--- config.mk ---
export PLATFORM = sky130hd
export DESIGN_NAME = hazard_pipe
export DESIGN_NICKNAME = d
export VERILOG_FILES = /design/src/rtl/hazard_pipe_pkg.sv /design/src/rtl/hazard_pipe_bypass_latch_reg.sv /design/src/rtl/hazard_pipe.sv
export SDC_FILE = /design/constraint.sdc
export NUM_CORES = 1
export LEC_CHECK = 0
export ABC_AREA = 1
export CAP_MARGIN = 20
export CELL_PAD_IN_SITES_DETAIL_PLACEMENT = 0
export CELL_PAD_IN_SITES_GLOBAL_PLACEMENT = 2
export CORE_MARGIN = 3
export CORE_UTILIZATION = 30
export DETAILED_ROUTE_END_ITERATION = 10
export DONT_BUFFER_PORTS = 1
export PLACE_DENSITY = 0.77
export SLEW_MARGIN = 20
export SYNTH_ARGS = -nofsm -noshare
export SYNTH_HDL_FRONTEND = slang
export SYNTH_HIERARCHICAL = 1
export SYNTH_SLANG_ARGS = --single-unit
export TNS_END_PERCENT = 50
--- constraint.sdc ---
create_clock -name clock -period 3.7 [get_ports clock]
set_input_delay 0.74 -clock clock [delete_from_list [all_inputs] [get_ports clock]]
set_output_delay 0.74 -clock clock [all_outputs]
set_load 0.02 [all_outputs]
--- src/rtl/hazard_pipe_pkg.sv ---
// rtl/hazard_pipe_pkg.sv - shared types and constants for the hazard pipeline
// Holds the FSM states, the bypass-word field map and the bubble word.
package hazard_pipe_pkg;

  typedef enum logic {
    ST_RUN     = 1'b0,
    ST_MD_WAIT = 1'b1
  } state_e;

  // Bypass-word field positions
  localparam int RA_LSB  = 0;
  localparam int RA_MSB  = 4;
  localparam int RB_LSB  = 5;
  localparam int RB_MSB  = 9;
  localparam int RD_LSB  = 10;
  localparam int RD_MSB  = 14;
  localparam int LW_BIT  = 29;
  localparam int SW_BIT  = 30;
  localparam int W30_BIT = 31;

  // regtowrite=0 in the bubble, so it can never match a bypass source
  localparam logic [31:0] BUBBLE = 32'h0000_0000;

  localparam logic [15:0] STALL_CNT_MAX = 16'hFFFF;

endpackage

--- src/rtl/hazard_pipe_bypass_latch_reg.sv ---
// rtl/hazard_pipe_bypass_latch_reg.sv - 32-bit bypass latch with enable and bubble-load
// Bubble-load wins over enable; with neither asserted the latch holds.
module bypass_latch_reg
  import hazard_pipe_pkg::*;
(
  input  logic        clock,
  input  logic        resetn,
  input  logic        en,
  input  logic        bubble,
  input  logic [31:0] d,
  output logic [31:0] q
);

  logic [31:0] q_q;
  logic [31:0] q_d;

  always_comb begin
    q_d = q_q;
    if (bubble) begin
      q_d = BUBBLE;
    end else if (en) begin
      q_d = d;
    end
  end

  always_ff @(posedge clock or negedge resetn) begin
    if (!resetn) begin
      q_q <= BUBBLE;
    end else begin
      q_q <= q_d;
    end
  end

  assign q = q_q;

endmodule

--- src/rtl/hazard_pipe.sv ---
// rtl/hazard_pipe.sv - pipeline hazard controller driving the D/X, X/M, M/W bypass latches
// Handles load-use stalls, taken-branch flushes and multdiv wait with a saturating stall counter.
module hazard_pipe
  import hazard_pipe_pkg::*;
(
  input  logic        clock,
  input  logic        resetn,
  input  logic [31:0] dec_info,
  input  logic        stall_ld,
  input  logic        br_taken,
  input  logic        md_start,
  input  logic        md_ready,
  output logic [31:0] DXB,
  output logic [31:0] XMB,
  output logic [31:0] MWB,
  output logic        pc_en,
  output logic        fd_en,
  output logic        fd_flush,
  output logic        md_busy,
  output logic [15:0] stall_cnt
);

  state_e      state_q, state_d;
  logic [15:0] stall_cnt_q, stall_cnt_d;

  logic advance;
  logic flush;
  logic dx_en, dx_bub;
  logic xm_en, xm_bub;
  logic mw_en, mw_bub;

  always_comb begin
    state_d = state_q;
    advance = 1'b1;
    flush   = 1'b0;
    dx_en   = 1'b1;
    dx_bub  = 1'b0;
    xm_en   = 1'b1;
    xm_bub  = 1'b0;
    mw_en   = 1'b1;
    mw_bub  = 1'b0;
    unique case (state_q)
      ST_RUN: begin
        if (br_taken) begin
          flush  = 1'b1;
          dx_bub = 1'b1;
        end else if (md_start) begin
          // Simultaneous md_ready means the result is already there: no wait.
          if (!md_ready) begin
            state_d = ST_MD_WAIT;
          end
        end else if (stall_ld) begin
          advance = 1'b0;
          dx_en   = 1'b0;
          xm_bub  = 1'b1;
        end
      end
      ST_MD_WAIT: begin
        if (md_ready) begin
          state_d = ST_RUN;
        end else begin
          advance = 1'b0;
          dx_en   = 1'b0;
          xm_en   = 1'b0;
          mw_bub  = 1'b1;
        end
      end
      default: state_d = ST_RUN;
    endcase
  end

  always_comb begin
    stall_cnt_d = stall_cnt_q;
    if (!advance && (stall_cnt_q != STALL_CNT_MAX)) begin
      stall_cnt_d = stall_cnt_q + 16'd1;
    end
  end

  always_ff @(posedge clock or negedge resetn) begin
    if (!resetn) begin
      state_q     <= ST_RUN;
      stall_cnt_q <= 16'h0000;
    end else begin
      state_q     <= state_d;
      stall_cnt_q <= stall_cnt_d;
    end
  end

  bypass_latch_reg u_dx (
    .clock  (clock),
    .resetn (resetn),
    .en     (dx_en),
    .bubble (dx_bub),
    .d      (dec_info),
    .q      (DXB)
  );

  bypass_latch_reg u_xm (
    .clock  (clock),
    .resetn (resetn),
    .en     (xm_en),
    .bubble (xm_bub),
    .d      (DXB),
    .q      (XMB)
  );

  bypass_latch_reg u_mw (
    .clock  (clock),
    .resetn (resetn),
    .en     (mw_en),
    .bubble (mw_bub),
    .d      (XMB),
    .q      (MWB)
  );

  // Enables and flush are forced low while reset is held.
  assign pc_en     = advance & resetn;
  assign fd_en     = advance & resetn;
  assign fd_flush  = flush & resetn;
  assign md_busy   = (state_q == ST_MD_WAIT);
  assign stall_cnt = stall_cnt_q;

endmodule

==> results.cfg <==
[global_route]
grt_pass1_vias = 3699
track_usage = 0.152
grt_pass1_wl_mm = 21.7
grt-ovfl-total = 0
antenna_found_initial = 1
grt_max_degree = 109

[clock_network]
clock-root-buffer = clkbuf_16
path_clk_slew_ns = 0.06
clk_latency_ns = 0.41
post_cts_resized = 0
tritoncts = yes
cts_made_buffers = 17
clock_path_buffers = 2
htree_levels = 4
cts.sinks = 113
postCtsSetupBuffers = 0

[critical_path]
cp_max_fo = 34
start_kind = register
cp.arrival_ns = 2.19
path_cells = inv_2 > nor2_2 > inv_2 > nand2_4 > nor2_1 > buf_4
critical_path_required_ns = 2.96
path_class = reg2out
cpPeakStageDelay_ns = 0.53
path_common_cell = inv_2
slowest_stage = dfrtp_1
cp-end-kind = output port

[layout]
n_antenna_cell = 0
drive_above_1_share = 0.119
regArea_um2 = 2830
final_common_cell = nand2_1
final_cell_mix = nand2_1 (268), dfrtp_1 (113), nand3_1 (87)
multiInputGateArea_um2 = 1960
final_cell_count_no_fill = 809
nets = 615
syn2layout_area_growth_pct = 12.7
num-fill-cells = 1777

[yosys]
syn_avg_cell_area_um2 = 8.90
yosysSeqAreaShare = 0.545
synthCells = 583
ys_types = 25
synth_top_area_share = 0.545
ys_seq_elements = 113
yosysTopAreaCell = dfrtp_1
synth_area_um2 = 5190
synth_nets = 622
ys_warn_count = 6
synth.area.top_cells = dfrtp_1 (55%), nand2_1 (19%), nand3_1 (8.4%)

[hold_path]
hold_path_class = in2async

[power_and_ir_drop]
switchingPower_mw = 1.12
power.share.clock = 0.468
pwr-share-seq = 0.455
p_leak_nw = 2.98
sw_frac_of_total = 0.306
share_comb_of_total_power = 0.077
power.density_nw_per_um2 = 627
irDropWorstVdd_uv = 289
p_int_mw = 2.54

[timing]
max_freq_mhz = 341
maxSlewViolCount = 0
setup_viol_count_final = 0
finClkSkew_ns = 0.00716
maxSlewHeadroom = 0.454
worstMarginPinSlew_ns = 0.818
setup_tns_ns = 0
fin_crit_sh = 0.792
finalCriticalPeriod_ns = 2.93
rsz0062_at_grt = no
hold_viol_final = 0

[die]
die_w_um = 137
num_rows = 47
fp.dieH_um = 137
die_area_um2 = 18900
start_util = 0.310
core_area_um2 = 16800
ioPinCount = 154

[placement]
gp_congestion = 0.730
dp.cells = 771
port_buffers = 0
hpwl_mm = 9.41

[run]
drv_cap = 0

[route]
dr_total_vias = 3822
drt_wl_total_mm = 14.8
dr.pass1.iters = 5
routed_via_density = 4.72
antenna_left = 0
drt_iter0_drc = 210
drc = 0
wl_per_cell_um = 18.3

[outcome]
status = finished, final reports clean
[power groups by stage]
stage / registers (mW) / clock network [mW] / logic (mW)
floorplan: 1.64 / 0 / 0.234
global placement: 1.69 / 0 / 0.233
detailed placement: 1.69 / 0 / 0.241
CTS: 1.67 / 1.76 / 0.245
global route: 1.69 / 1.82 / 0.324
finish: 1.67 / 1.71 / 0.280
[per-layer routing]
layer / global-route usage / vias to the layer above / routed length [um]
met4: 0.0565 / 0 / 217
met1: 0.193 / 1851 / 6390
met2: 0.232 / 114 / 6930
met3: 0.0617 / 15 / 1290
li1: - / 1842 / -
met5: 0 / - / 0
[cell usage after synthesis]
cell type  count
nand2_1      268
dfrtp_1      113
nand3_1       87
buf_6         20
nand3_2       17
nor2_1        17
inv_1         11
buf_4          7
inv_2          6
nand4_1        6
xnor2_1        4
buf_2          3
clkbuf_8       3
nor2_2         3
nor2_8         3
xor2_1         3
nor2_4         2
nor3_1         2
o21ai_0        2
clkinv_2       1
conb_1         1
ha_1           1
nand2_4        1
nand3_4        1
o21ai_4        1
[timing repair]
action | CTS | global route
endpoints found under the setup margin | 0 | 0
hold buffers | 1 | 5
hold endpoints to repair | 7 | 12
[state kept, by name (all words and copies together), names as in the netlist]
name       count
md_busy        1
u_xm/q        32
u_dx/q        32
stall_cnt     16
u_mw/q        32
[cell families (layout without fill, tap and decap cells)]
kind of cell / after synthesis / after routing / synth area share
adders and majority gates: 1 / 1 / 0.00241
and+or+nand+nor: 407 / 407 / 0.357
buffers and inverters: 51 / 57 / 0.0777
DFF: 113 / 113 / 0.545
other: 1 / 1 / 0.000723
xor gates and xnor gates: 7 / 7 / 0.0118
AOI/OAI and AO/OA: 3 / 3 / 0.00507
[worst max-delay path: cells and delay by family (launching register included)]
family / cells / cell delay, ns
simple gates: 3 / 0.60
buf+inv: 3 / 0.65
flops: 1 / 0.53
[cell type report]
| cell class | instances | area share |
|---|---|---|
| clock buffers | 18 | 0.0751 |
| clock inverters | 14 | 0.0310 |
| inverters | 18 | 0.0118 |
| multi-input cells | 419 | 0.335 |
| flip-flops and latches | 113 | 0.484 |
| well taps | 220 | 0.0471 |
| repair buffers | 7 | 0.0163 |
[path summary, 6_finish.rpt]
check                                        from                        to  slack, ns  cells past startpoint
min in group clock                       md_ready         md_busy$_DFF_PN0_       0.40                      1
hold / removal                             resetn    u_xm/q[29]$_DFFE_PN0P_       0.15                      1
max in group asynchronous                  resetn  stall_cnt[9]$_DFFE_PN0P_       2.38                      1
setup reg to reg                md_busy$_DFF_PN0_     u_dx/q[8]$_DFFE_PN0P_       1.08                      8
setup / recovery                md_busy$_DFF_PN0_                     pc_en       0.77                      6
hold reg to reg            u_xm/q[19]$_DFFE_PN0P_    u_xm/q[19]$_DFFE_PN0P_       0.65                      2
[per-stage QoR]
stage	power [mW]	instance area, um2	worst slack [ns]	utilization	hold WS (ns)
floorplan	1.87	5190	1.47	-	0.444
global placement	1.92	5140	1.01	0.306	0.449
detailed placement	1.94	5140	0.891	0.306	0.449
CTS	3.68	5770	0.727	0.344	0.000135
global route	3.83	5840	0.595	0.349	0.136
finish	3.66	5840	0.770	0.349	0.149
No activity file was read; power rests on OpenSTA's default activity.
